**src/rtl/axi_lite_pkg.sv**
```systemverilog
// Shared types and constants for the AXI4-Lite slave write path.
// Response codes, FSM states and the debug view exposed by the slave.
package axi_lite_pkg;

    localparam int AXI_DATA_W = 32;
    localparam int AXI_STRB_W = 4;
    localparam int AXI_PROT_W = 3;

    localparam logic [1:0] RESP_OKAY   = 2'b00;
    localparam logic [1:0] RESP_SLVERR = 2'b10;

    typedef enum logic [1:0] {
        IDLE  = 2'd0,
        WRITE = 2'd1,
        RESP  = 2'd2
    } state_t;

    typedef struct packed {
        state_t state;
        logic   aw_full;
        logic   w_full;
    } dbg_t;

    function automatic logic [1:0] resp_code(input logic err);
        return err ? RESP_SLVERR : RESP_OKAY;
    endfunction

endpackage

```
**src/rtl/axi_lite_hold_reg.sv**
```systemverilog
// One-entry payload holding register with a full flag.
// Loads on valid && ready; the owner clears the flag once the payload is consumed.
module axi_lite_hold_reg #(
    parameter int WIDTH = 8
) (
    input  logic             clk_i,
    input  logic             rst_ni,
    input  logic             valid_i,
    input  logic             ready_i,
    input  logic             clear_i,
    input  logic [WIDTH-1:0] data_i,
    output logic             full_o,
    output logic [WIDTH-1:0] data_o
);

    logic             full_q, full_d;
    logic [WIDTH-1:0] data_q, data_d;
    logic             load;

    assign load = valid_i && ready_i;

    always_comb begin
        full_d = full_q;
        data_d = data_q;
        if (load) begin
            full_d = 1'b1;
            data_d = data_i;
        end
        // Clear and load never coincide: ready is low while the owner consumes.
        if (clear_i) begin
            full_d = 1'b0;
        end
    end

    always_ff @(posedge clk_i or negedge rst_ni) begin
        if (!rst_ni) begin
            full_q <= 1'b0;
            data_q <= '0;
        end else begin
            full_q <= full_d;
            data_q <= data_d;
        end
    end

    assign full_o = full_q;
    assign data_o = data_q;

endmodule

```
**src/rtl/axi_lite_write_slave.sv**
```systemverilog
// AXI4-Lite slave write path: collects one AW and one W beat, issues a single
// register-bank write strobe, then returns OKAY or SLVERR on the B channel.
module axi_lite_write_slave
    import axi_lite_pkg::*;
#(
    parameter int ADDR_WIDTH    = 32,
    parameter int DATA_WIDTH    = AXI_DATA_W,
    parameter int NUM_REGS      = 16,
    parameter bit PRIV_REQUIRED = 1'b0,
    localparam int IDX_W        = $clog2(NUM_REGS)
) (
    input  logic                  ACLK,
    input  logic                  ARESETn,
    input  logic [ADDR_WIDTH-1:0] AWADDR,
    input  logic [AXI_PROT_W-1:0] AWPROT,
    input  logic                  AWVALID,
    output logic                  AWREADY,
    input  logic [DATA_WIDTH-1:0] WDATA,
    input  logic [AXI_STRB_W-1:0] WSTRB,
    input  logic                  WVALID,
    output logic                  WREADY,
    output logic [1:0]            BRESP,
    output logic                  BVALID,
    input  logic                  BREADY,
    output logic                  reg_wr_en,
    output logic [IDX_W-1:0]      reg_wr_idx,
    output logic [DATA_WIDTH-1:0] reg_wr_data,
    output logic [AXI_STRB_W-1:0] reg_wr_strb,
    output dbg_t                  dbg_o
);

    localparam int AW_W   = ADDR_WIDTH + AXI_PROT_W;
    localparam int W_W    = DATA_WIDTH + AXI_STRB_W;
    localparam int WORD_W = ADDR_WIDTH - 2;
    localparam logic [WORD_W-1:0] NUM_REGS_W = WORD_W'(NUM_REGS);

    state_t                state_q, state_d;
    logic                  out_en_q;
    logic                  aw_full, w_full;
    logic                  aw_hs, w_hs, b_hs;
    logic [AW_W-1:0]       aw_payload;
    logic [W_W-1:0]        w_payload;
    logic [ADDR_WIDTH-1:0] aw_addr;
    logic [AXI_PROT_W-1:0] aw_prot;
    logic [DATA_WIDTH-1:0] w_data;
    logic [AXI_STRB_W-1:0] w_strb;
    logic [WORD_W-1:0]     word;
    logic                  err;
    logic                  unused_aw_bits;

    // Handshakes: a beat transfers on a rising edge where VALID && READY.
    // READY is decoded purely from flops (state, full flags, out_en_q), so
    // there is never a combinational path from any VALID to any READY.
    // out_en_q keeps both READYs low while reset is asserted and for the
    // first cycle after its release.
    assign AWREADY = out_en_q && (state_q == IDLE) && !aw_full;
    assign WREADY  = out_en_q && (state_q == IDLE) && !w_full;
    assign aw_hs   = AWVALID && AWREADY;
    assign w_hs    = WVALID && WREADY;
    assign b_hs    = BVALID && BREADY;

    axi_lite_hold_reg #(.WIDTH(AW_W)) u_aw_hold (
        .clk_i   (ACLK),
        .rst_ni  (ARESETn),
        .valid_i (AWVALID),
        .ready_i (AWREADY),
        .clear_i (b_hs),
        .data_i  ({AWADDR, AWPROT}),
        .full_o  (aw_full),
        .data_o  (aw_payload)
    );

    axi_lite_hold_reg #(.WIDTH(W_W)) u_w_hold (
        .clk_i   (ACLK),
        .rst_ni  (ARESETn),
        .valid_i (WVALID),
        .ready_i (WREADY),
        .clear_i (b_hs),
        .data_i  ({WDATA, WSTRB}),
        .full_o  (w_full),
        .data_o  (w_payload)
    );

    assign {aw_addr, aw_prot} = aw_payload;
    assign {w_data, w_strb}   = w_payload;

    // Byte offset bits and the non-privilege PROT bits carry no meaning here.
    assign unused_aw_bits = ^{aw_addr[1:0], aw_prot[2:1]};

    assign word = aw_addr[ADDR_WIDTH-1:2];
    assign err  = (word >= NUM_REGS_W) || (PRIV_REQUIRED && !aw_prot[0]);

    always_ff @(posedge ACLK or negedge ARESETn) begin
        if (!ARESETn) begin
            state_q  <= IDLE;
            out_en_q <= 1'b0;
        end else begin
            state_q  <= state_d;
            out_en_q <= 1'b1;
        end
    end

    always_comb begin
        state_d     = state_q;
        BVALID      = 1'b0;
        BRESP       = RESP_OKAY;
        reg_wr_en   = 1'b0;
        reg_wr_idx  = '0;
        reg_wr_data = '0;
        reg_wr_strb = '0;
        unique case (state_q)
            IDLE: begin
                // A beat landing on this edge counts as captured.
                if ((aw_full || aw_hs) && (w_full || w_hs)) begin
                    state_d = WRITE;
                end
            end
            WRITE: begin
                reg_wr_en   = !err;
                reg_wr_idx  = word[IDX_W-1:0];
                reg_wr_data = w_data;
                reg_wr_strb = w_strb;
                state_d     = RESP;
            end
            RESP: begin
                BVALID = 1'b1;
                BRESP  = resp_code(err);
                if (BREADY) begin
                    state_d = IDLE;
                end
            end
            default: begin
                state_d = IDLE;
            end
        endcase
    end

    assign dbg_o = '{state: state_q, aw_full: aw_full, w_full: w_full};

endmodule

```
**config.mk**
```make
export PLATFORM = sky130hd
export DESIGN_NAME = axi_lite_write_slave
export DESIGN_NICKNAME = d
export VERILOG_FILES = /design/src/rtl/axi_lite_pkg.sv /design/src/rtl/axi_lite_hold_reg.sv /design/src/rtl/axi_lite_write_slave.sv
export SDC_FILE = /design/constraint.sdc
export NUM_CORES = 1
export LEC_CHECK = 0
export ABC_AREA = 0
export CAP_MARGIN = 20
export CELL_PAD_IN_SITES_DETAIL_PLACEMENT = 1
export CELL_PAD_IN_SITES_GLOBAL_PLACEMENT = 1
export CORE_MARGIN = 2
export CORE_UTILIZATION = 39
export DETAILED_ROUTE_END_ITERATION = 16
export MAX_ROUTING_LAYER = met4
export PLACE_DENSITY_LB_ADDON = 0.1
export SLEW_MARGIN = 20
export SYNTH_ARGS = -nofsm -noshare
export SYNTH_HDL_FRONTEND = slang
export SYNTH_HIERARCHICAL = 1
export SYNTH_SLANG_ARGS = --single-unit
```
**constraint.sdc**
```tcl
create_clock -name ACLK -period 2.75 [get_ports ACLK]
set_input_delay 0.4125 -clock ACLK [delete_from_list [all_inputs] [get_ports ACLK]]
set_output_delay 0.4125 -clock ACLK [all_outputs]
set_load 0.1 [all_outputs]
```
; Word-level counts from Yosys, hierarchy flattened
; Cells that the tools add are included.
; Widths: inputs -> output; s select.
[classes]
mux = 14
order_cmp = 1
reduce_logical = 16
n_eq_ne = 4
[op_table]
columns = operator, count
row1 = $mux 32, 1
row2 = $ge 30x5->1 const B, 1
row3 = $mux 2, 4
row4 = $mux 4, 2
row5 = $logic_and 1x1->1, 7
row6 = $mux 1, 6
row7 = $pmux 2 s3, 1
row8 = $reduce_bool 2->1, 2
row9 = $logic_not 1->1, 3
row10 = $eq 2x1->1 const B, 1
row11 = $eq 2x2->1 const B, 1
row12 = $logic_not 2->1, 1
row13 = $logic_or 1x1->1, 2
row14 = $ne 2x1->1 const B, 1
row15 = $ne 2x2->1 const B, 1
row16 = $reduce_and 2->1, 1
[word_totals]
elab_cells = 41
reg_bits = 76
inputBits = 76
output_inout_bits = 50

; Longest topological paths before layout
; Gate-level depths: netlist of the first run.
[depth]
word_depth = 8
ltp_mapped = 6
mapped_depth_nobuf = 5

; Modules after synthesis
; The synthesis of the first run kept the hierarchy.
[modules_own_cells]
columns = module, instances, seq_area_each_um2, cells_each, area_each_um2
row1 = axi_lite_hold_reg at u_w_hold, 1, 925.9, 79, 1524.0
row2 = axi_lite_hold_reg at u_aw_hold, 1, 900.9, 77, 1461.4
row3 = axi_lite_write_slave, 1, 75.1, 76, 528.0

; Least setup slack after synthesis of the first run
; Ideal clock, no wire load.
[synth_timing]
path_type = reg-to-output
start = register state_q[0]
end = output port reg_wr_en
t_required_ns = 2.338
slack_ns = -0.848
path_stages_with_launch = 3
arrival_time_ns = 3.186
cell_sequence = dfrtp_1 -> nand2b_1 -> nor3_1
[synth_via]
elab_chain_cells = 2
[synth_rtl]
columns = item, line_no
row1 = start: declaration, axi_lite_write_slave.sv:37  ; state_t state_q, state_d;
row2 = start signal: assignment, axi_lite_write_slave.sv:98  ; state_q <= state_d;
row3 = $eq 2x1->1, axi_lite_write_slave.sv:111  ; unique case (state_q)
row4 = $mux 1, axi_lite_write_slave.sv:111
row5 = end: declaration, axi_lite_write_slave.sv:25  ; output logic reg_wr_en,
; Every way passes these cells.

; Worst setup path in the final report of the first run
[layout_timing]
start = register u_aw_hold.data_q[18], in the netlist u_aw_hold/data_o[18]
end = output port reg_wr_en
[layout_via]
elab_chain_cells = 3
[layout_rtl]
columns = item, line_no
row1 = start: declaration, axi_lite_hold_reg.sv:17  ; logic [WIDTH-1:0] data_q, data_d;
row2 = start signal: assignment, axi_lite_hold_reg.sv:41  ; data_q <= data_d;
row3 = $ge 30x5->1, axi_lite_write_slave.sv:91  ; assign err = (word >= NUM_REGS_W) || (PRIV_REQUIRED && !aw_prot[0]);
row4 = $logic_not 1->1, axi_lite_write_slave.sv:119  ; reg_wr_en = !err;
row5 = $mux 1, axi_lite_write_slave.sv:111
; Every way passes these cells.

==> metrics, run 1 <==
status=finished clean; placed cell count=436; port buffer count=~120; Arrival @ worst endpoint=1.73 ns; Max clock buf depth=2; Syn-to-layout area delta=56.9%; Req. time, crit path=around 2.3 ns; pre-CTS WS=0.795 ns; Core Box Area=between 0.008 and 0.009 mm^2; crit path max-delay cell type=dfrtp_1; Vias/cell=approximately 4.8; leakage=~2.4 nW; RSZ-0062 raised after global routing=no; fillers=approximately 740; Synth Area per Inst=14.9 um^2; DR pass1 iterations=4; share of layout cells above drive strength 1=0.418; HPWL after detailed placement=about 5.6 mm; GPL Wtd Cong=approximately 0.68; min-delay worst type=input pin to async pin; shortest period the worst path allows=roughly 2.1 ns; num rows=33; fin util=0.633; Die Width=approximately 96 um; Final ANT Viol Nets=0; Hold-fix buffers, CTS=0; Die H=just under 100 um; Post-route DRC=0; Slew Limit Fails=0; Routed WL=7.68 mm; I/O pin total=126; slew margin rel.=0.482; area of the multi-input gates=0.00142 mm^2; n_diodes=0; final setup margin=a little over 0.6 ns; vias after detailed routing=between 2000 and 2500; initial antenna violation count=0; CTS H-Tree Depth=3; GR Overflow Total=0; Max Fclk=between 0.4 and 0.5 GHz; CTS clock-pin slew for the worst setup and hold paths=0.08 ns; fin crit share=0.779; Post-CTS Setup Inserts=0; Hold Violations, Final=0; Initial Utilization=0.404; total CTS buffers=9; slowest stage delay, CP=approximately 0.4 ns; largest net degree at the start of global routing=41; WL/cell=~17 um; drt initial violations=57; power density over cell area=1280 mW/mm^2; Placed Instance Area=0.00496 mm^2; FF/Latch Area=0.00178 mm^2; clock sinks=71; Synth Cell Area=between 0.003 and 0.004 mm^2; Worst setup SP type=flop; post-cts sizing count=0; Finished Cell Area=about 0.0052 mm^2; nets=between 400 and 500; Crit Path Max Fanout=2; Die Area=around 0.0093 mm^2; Max VDD drop=0.000547 V; Non-Filler Instances=approximately 450; syn nets=a little under 300; Max-Cap Viols=0; CTS tree=yes; Gate Count Post-Synth=between 200 and 250; vias in the first global route=2371; Worst setup EP type=output port; GRT Total Usage=0.179; worst-skew pair later-pin latency=between 0.3 and 0.4 ns; final setup violation count=0; critical path class=flop to output port; worst-margin pin slew=roughly 0.78 ns; CTS root buf=clkbuf_8; first-pass GRT wire length=12.0 mm; Ys Warns=6; skew final=slightly below 0.008 ns; CP cell instances=nor4_2, nand4_1, nor3_2, buf_12
==> state kept, by name, summed over array words and instances, names as in the netlist <==
register	flops
u_w_hold/data_o	36
u_aw_hold/data_o	30
state_q	2
out_en_q	1
u_aw_hold/full_o	1
u_w_hold/full_o	1
==> metal layers <==
| metal | GRT usage | up-vias | part of all wire | wire length [um] |
|---|---|---|---|---|
| met5 | - | - | 0 | 0 |
| met4 | 0.0774 | 0 | 0.018 | 138 |
| met3 | 0.0368 | 13 | 0.047 | 360 |
| met2 | 0.301 | 70 | 0.54 | 4120 |
| met1 | 0.209 | 1088 | 0.40 | 3060 |
| li1 | - | 990 | - | - |
==> through the flow <==
stage,hold slack (ns),TNS [ns],power (mW)
after floorplan,0.117,-0.0263,4.54
after global placement,0.478,0,5.59
after detailed placement,0.485,0,5.68
after CTS,0.167,0,6.74
after global routing,0.198,0,6.95
final,0.145,0,6.67
==> path summary, 6_finish.rpt <==
path	start	end	slack, ns	cells past startpoint
min in group ACLK	u_w_hold/data_o[34]$_DFFE_PN0P_	u_w_hold/data_o[34]$_DFFE_PN0P_	0.50	1
worst max-delay path	u_aw_hold/data_o[18]$_DFFE_PN0P_	reg_wr_en	0.61	4
max in group asynchronous	ARESETn	state_q[1]$_DFFE_PN0P_	1.91	2
worst min register to register	u_w_hold/data_o[34]$_DFFE_PN0P_	u_w_hold/data_o[34]$_DFFE_PN0P_	0.50	1
worst min-delay path	ARESETn	u_w_hold/data_o[14]$_DFFE_PN0P_	0.15	1
worst max register to register	state_q[0]$_DFFE_PN0P_	u_w_hold/data_o[10]$_DFFE_PN0P_	0.95	6
==> cell type report <==
class | count | area share
Sequential cell | 71 | 0.342
Timing Repair Buffer | 122 | 0.312
Multi-Input combinational cell | 137 | 0.273
Clock buffer | 11 | 0.0272
Tap cell | 105 | 0.0252
Clock inverter | 5 | 0.0202
Inverter | 1 | 0.000721
==> cells in the final DEF (no fill, tap or decap), drive strengths merged <==
cell and n:
nor4 6, clkdlybuf4s50 69, clkbuf 11, inv 1, nand2 3, and2 41, o21a 1, nor3 1
a21oi 3, mux2 66, nand4 1, buf 53, dfrtp 71, nand3 1, nor2 7, nand2b 2
o221ai 1, nor2b 1, bufinv 3, clkinvlp 2, o21ai 1, conb 2
==> power breakdown <==
part / total (mW) / switching, mW / leakage, nW / internal (mW)
clock network: 1.02 / 0.392 / 0.116 / 0.628
registers: 1.90 / 0.326 / 0.847 / 1.57
logic: 3.75 / 2.16 / 1.44 / 1.60
total: 6.67 / 2.87 / 2.41 / 3.79
==> critical path: cells and delay by family (launching register included) <==
| kind | cells | cell delay [ns] |
|---|---|---|
| buf+inv | 1 | 0.21 |
| flops | 1 | 0.40 |
| simple gates | 3 | 0.78 |
Note: power is estimated with default switching activity, not from simulation.
==> run 2: changes to the inputs <==
- CORE_UTILIZATION: 39 -> 36
- clock period: 2.75 -> 2 ns (I/O delays scaled with it)
==> run 2 against run 1 <==
Critical path depth is the same. Register-to-register slack lost 0.68 ns. Sequential share of layout area shrank 1.1 points. Global-route usage shrank 0.64 points. Critical path type unchanged. Largest cell class unchanged. Cell count grew 2.4%. Non-clock buffer count grew 5. Via count grew 1.0%. Power grew 38%. Clock power grew 12%. Die area grew 8.0%. Setup slack lost 0.60 ns. Sequential power grew 39%.
==> metrics, run 2 (synthesized netlist as in run 1, its figures left out) <==
I/O pin total=126 (unchanged); Finished Cell Area=0.00540 mm^2 (was 0.00520 mm^2); num rows=35 (was 33); power density over cell area=1710 mW/mm^2 (was 1280 mW/mm^2); Max Fclk=0.502 GHz; CTS root buf=clkbuf_8 (unchanged); Syn-to-layout area delta=62.8% (was 56.9%); clock sinks=71 (unchanged); Die Width=100 um (was 96.2 um); Worst setup SP type=flop (unchanged); GPL Wtd Cong=0.743 (was 0.682); Hold Violations, Final=0 (unchanged); DR pass1 iterations=4 (unchanged); Die Area=0.0100 mm^2 (was 0.00926 mm^2); initial antenna violation count=0 (unchanged); Req. time, crit path=1.70 ns (was 2.34 ns); shortest period the worst path allows=between 1.5 and 2 ns; CTS H-Tree Depth=3 (unchanged); Routed WL=7.80 mm (was 7.68 mm); Placed Instance Area=0.00517 mm^2 (was 0.00496 mm^2); nets=423 (was 418); vias after detailed routing=2183 (was 2161); HPWL after detailed placement=5.65 mm (was 5.56 mm); most frequent cells in the layout=69 x clkdlybuf4s50_1, 69 x dfrtp_1, 56 x mux2_4 (was 70 x dfrtp_1, 69 x clkdlybuf4s50_1, 56 x mux2_4); CTS tree=yes (unchanged); final setup TNS=0 ns (unchanged); leakage=2.48 nW (was 2.41 nW); crit path max-delay cell type=dfrtp_1 (unchanged); WL/cell=16.8 um (was 17.0 um); share of layout cells above drive strength 1=0.551 (was 0.418); n_diodes=0 (unchanged); fin crit share=0.997; Slew Limit Fails=0 (unchanged); RSZ-0062 raised after global routing=yes (was no); skew final=0.0108 ns (was 0.00794 ns); Final ANT Viol Nets=0 (unchanged); Vias/cell=4.71 (was 4.78); GRT Total Usage=0.173 (was 0.179); vias in the first global route=2394 (was 2371); final setup margin=0.00676 ns (was 0.608 ns); Max clock buf depth=2 (unchanged); CP cell instances=nor4_1, nand3_2, nor3_4, buf_12 (was nor4_2, nand4_1, nor3_2, buf_12); Core Box Area=0.00911 mm^2 (was 0.00822 mm^2); max reg flops=36 (unchanged); Post-route DRC=0 (unchanged); total CTS buffers=9 (unchanged); critical path buffer and inverter count=1 (unchanged); CP delay by family, top=simple AND/OR/NAND/NOR gates (unchanged); GR Overflow Total=0 (unchanged); Initial Utilization=0.364 (was 0.404); Crit Path Max Fanout=2 (unchanged); drt initial violations=22 (was 57); min-delay worst type=input pin to async pin (unchanged); critical path class=flop to output port (unchanged); final setup violation count=0 (unchanged); largest net degree at the start of global routing=41 (unchanged); Worst setup EP type=output port (unchanged); port buffer count=119 (unchanged); Power Total=9.23 mW (was 6.67 mW); pre-CTS WS=0.256 ns (was 0.795 ns); Max-Cap Viols=0 (unchanged); worst-skew pair later-pin latency=0.35 ns (was 0.34 ns); fin util=0.593 (was 0.633); Arrival @ worst endpoint=1.69 ns (was 1.73 ns); worst hold margin=0.455 ns (was 0.145 ns); slowest stage delay, CP=0.38 ns (was 0.40 ns); Die H=100 um (was 96.2 um); Non-Filler Instances=463 (was 452); status=finished clean (unchanged); Max VDD drop=0.000853 V (was 0.000547 V); placed cell count=445 (was 436); first-pass GRT wire length=12.7 mm (was 12.0 mm); CTS clock-pin slew for the worst setup and hold paths=0.07 ns (was 0.08 ns)
-- run 2: final timing paths --
path / startpoint / endpoint / slack (ns) / cells past startpoint
max: u_aw_hold/data_o[28]$_DFFE_PN0P_ / reg_wr_en / 0.007 / 4
min: ARESETn / u_w_hold/data_o[14]$_DFFE_PN0P_ / 0.46 / 2
max reg2reg: state_q[1]$_DFFE_PN0P_ / u_w_hold/data_o[4]$_DFFE_PN0P_ / 0.27 / 6
min reg2reg: u_w_hold/data_o[6]$_DFFE_PN0P_ / u_w_hold/data_o[6]$_DFFE_PN0P_ / 0.50 / 1
max in group asynchronous: ARESETn / u_w_hold/data_o[4]$_DFFE_PN0P_ / 0.97 / 3
min in group ACLK: u_w_hold/data_o[6]$_DFFE_PN0P_ / u_w_hold/data_o[6]$_DFFE_PN0P_ / 0.50 / 1
-- run 2: cell type report --
type                    instances  area, um^2
fillers                       856        3710
flip-flops and latches         71        1780
repair buffers                127        1750
multi-input cells             137        1530
clock buffers                  13         149
well taps                     111         139
clock inverters                 3        42.5
inverters                       1        7.51
-- run 2: power by group --
part	leakage (nW)	switching (mW)	internal (mW)
Clock	0.0936	0.532	0.610
Combinational	1.54	3.02	2.42
Sequential	0.845	0.470	2.17
Total	2.48	4.03	5.20
-- run 2: worst reg2reg max path: stages (launching register included) --
cell,delay [ns]
dfrtp_4,0.51
nor2_4,0.15
nand2_4,0.08
nor2_4,0.18
nand2_4,0.18
buf_12,0.21
mux2_4,0.31
-- run 2: metal layers --
layer,vias to the layer above,part of all wire,global-route usage
li1,999,-,-
met1,1097,0.43,0.222
met2,76,0.49,0.267
met3,11,0.056,0.0425
met4,0,0.017,0.0664
met5,-,0,-
-- run 2: timing repair --
| item | in CTS | in global routing |
|---|---|---|
| endpoints found under the setup margin | 2 | 2 |
| pin swaps | 5 | 1 |
| setup buffers | 1 | 0 |
| endpoints found under the hold margin | 33 | 0 |
| cloned | 0 | 0 |
| resized for setup | 4 | 0 |
| hold buffers | 1 | 0 |
==> run 3: changes to the inputs <==
- CORE_UTILIZATION: 36 -> 32
- clock period: 2 -> 1.75 ns (I/O delays scaled with it)
==> run 3 against run 2 <==
The flow now finishes with violations (negative setup slack). Count of clock-buffer cells in the layout shrank 2. Clock skew grew 0.00065 ns. Sequential cell count is the same. Hold slack lost 0.081 ns. Routed wire length grew 21%. Setup slack lost 0.22 ns. Register-to-register slack lost 0.28 ns. Highest routed layer unchanged. Cell count grew 12%. Die area grew 12%.
==> metrics, run 3 (synthesized netlist as in run 1, its figures left out) <==
status=finished, violations left (was finished clean); failing checks=negative setup slack; I/O pin total=126 (unchanged); vias in the first global route=2532 (was 2394); Reg-to-Reg End=u_w_hold/data_o[16]$_DFFE_PN0P_ (was u_w_hold/data_o[4]$_DFFE_PN0P_); first-pass GRT wire length=13.9 mm (was 12.7 mm); Max clock buf depth=2 (unchanged); Power Total=11.9 mW (was 9.23 mW); fillers=969 (was 856); GRT Total Usage=0.170 (was 0.173); HPWL after detailed placement=5.58 mm (was 5.65 mm); max reg flops=36 (unchanged); worst reg2reg path startpoint=state_q[1]$_DFFE_PN0P_ (unchanged); Arrival @ worst endpoint=1.70 ns (was 1.69 ns); GPL Wtd Cong=0.732 (was 0.743); Reg2Reg Setup Slack=-0.01 ns (was 0.27 ns); Die Area=0.0112 mm^2 (was 0.0100 mm^2); pre-CTS WS=0.0810 ns (was 0.256 ns); Worst setup EP type=output port (unchanged); num rows=37 (was 35); shortest period the worst path allows=about 2.0 ns; final setup margin=-0.214 ns (was 0.00676 ns); Final ANT Viol Nets=0 (unchanged); GR Overflow Total=0 (unchanged); Vias/cell=4.47 (was 4.71); skew final=0.0115 ns (was 0.0108 ns); CP cell instances=nor4_2, nand4_1, o21a_4, buf_12 (was nor4_1, nand3_2, nor3_4, buf_12); Initial Utilization=0.326 (was 0.364); min-delay worst type=input pin to async pin (unchanged); CTS clock-pin slew for the worst setup and hold paths=0.07 ns (about the same); share of layout cells above drive strength 1=0.601 (was 0.551); Finished Cell Area=0.00608 mm^2 (was 0.00540 mm^2); WL/cell=18.2 um (was 16.8 um); drt initial violations=30 (was 22); largest net degree at the start of global routing=45 (was 41); leakage=2.79 nW (was 2.48 nW); Core Box Area=0.0102 mm^2 (was 0.00911 mm^2); Placed Instance Area=0.00531 mm^2 (was 0.00517 mm^2); RSZ-0062 raised after global routing=yes (unchanged); Die Width=106 um (was 100 um); port buffer count=119 (unchanged); FF/Latch Area=0.00178 mm^2 (unchanged); total CTS buffers=9 (unchanged); crit path max-delay cell type=dfrtp_1 (unchanged); Crit Path Max Fanout=2 (unchanged); area of the multi-input gates=0.00162 mm^2 (was 0.00153 mm^2); Hold Violations, Final=0 (unchanged); worst-case reg-to-reg path depth=8 (was 6); Syn-to-layout area delta=83.4% (was 62.8%); nets=453 (was 423); vias after detailed routing=2311 (was 2183); Req. time, crit path=1.49 ns (was 1.70 ns); CTS root buf=clkbuf_8 (unchanged); initial antenna violation count=0 (unchanged); slowest stage delay, CP=0.40 ns (was 0.38 ns); Worst setup SP type=flop (unchanged); final setup violation count=59 (was 0); Max Fclk=roughly 0.51 GHz; Slew Limit Fails=0 (unchanged); fin crit share=1.12; Max VDD drop=0.000889 V (was 0.000853 V); worst-skew pair later-pin latency=0.35 ns (about the same); CTS H-Tree Depth=3 (unchanged); worst setup path start=u_aw_hold/data_o[9]$_DFFE_PN0P_ (was u_aw_hold/data_o[28]$_DFFE_PN0P_); Post-route DRC=0 (unchanged); most frequent cells in the layout=69 x clkdlybuf4s50_1, 69 x dfrtp_1, 56 x mux2_4 (unchanged); final setup TNS=-5.73 ns (was 0 ns); Routed WL=9.41 mm (was 7.80 mm); Die H=106 um (was 100 um); critical path class=flop to output port (unchanged); DR pass1 iterations=4 (unchanged); clock sinks=71 (unchanged); n_diodes=0 (unchanged); Max-Cap Viols=0 (unchanged); power density over cell area=1960 mW/mm^2 (was 1710 mW/mm^2); CTS tree=yes (unchanged)
-- run 3: cell types whose count changed in the layout (fill, tap and decap cells not counted), moves of 2 or more --
cell,previous run,this run
and2_2,40,0
and2_4,0,41
buf_12,50,55
buf_16,0,5
buf_4,7,9
buf_6,0,9
buf_8,0,3
clkbuf_1,3,0
clkbuf_16,0,6
clkinv_2,1,3
nand2_4,3,1
nand2_8,0,2
-- run 3: per-layer routing --
metal / vias up / track usage / routed length (um)
met5: - / - / 0
met4: 0 / 0.0677 / 138
met3: 13 / 0.0390 / 428
met2: 72 / 0.275 / 4840
met1: 1166 / 0.208 / 4000
li1: 1060 / - / -
-- run 3: per-stage QoR --
| stage | utilization | instances | hold WS, ns |
|---|---|---|---|
| 3_3_place_gp | 0.521 | 472 | 0.218 |
| 4_1_cts | 0.576 | 507 | 0.377 |
| 2_1_floorplan | - | 222 | -0.0331 |
| 3_5_place_dp | 0.521 | 472 | 0.223 |
| 5_1_grt | 0.597 | 517 | 0.397 |
| 6_report | 0.597 | 517 | 0.375 |
-- run 3: timing repair --
item	CTS	global route
hold endpoints to repair	27	0
setup buffers	13	4
resized for setup	18	14
gates cloned	6	8
hold buffers	1	0
setup endpoints to repair	44	102
pin swaps	33	13
-- run 3: area by class of cell --
class,instances,area share
tap,136,0.0280
inverter,1,0.00123
clock buffer,11,0.0249
clock inverter,4,0.00740
timing repair buffer,157,0.379
multi-input combinational,137,0.267
sequential,71,0.293
-- run 3: worst max-delay path, delay by kind of cell, from the launching register on --
family | cells | cell delay [ns]
buf+inv | 1 | 0.16
flops | 1 | 0.40
simple gates | 2 | 0.52
compound gates | 1 | 0.27
-- run 3: where the power goes --
group          leakage, nW  internal [mW]  switching, mW
Combinational         1.84           3.72           3.79
Clock                0.105          0.721          0.615
Sequential           0.845           2.48          0.611
Total                 2.79           6.92           5.02
-- run 3: worst max-delay path by stage --
stage | end | cells past startpoint
after floorplan | u_w_hold/data_o[10]$_DFFE_PN0P_ | 6
after global placement | reg_wr_en | 4
after detailed placement | reg_wr_en | 4
after CTS | BRESP[1] | 4
after global routing | BRESP[1] | 4
final | BRESP[1] | 4
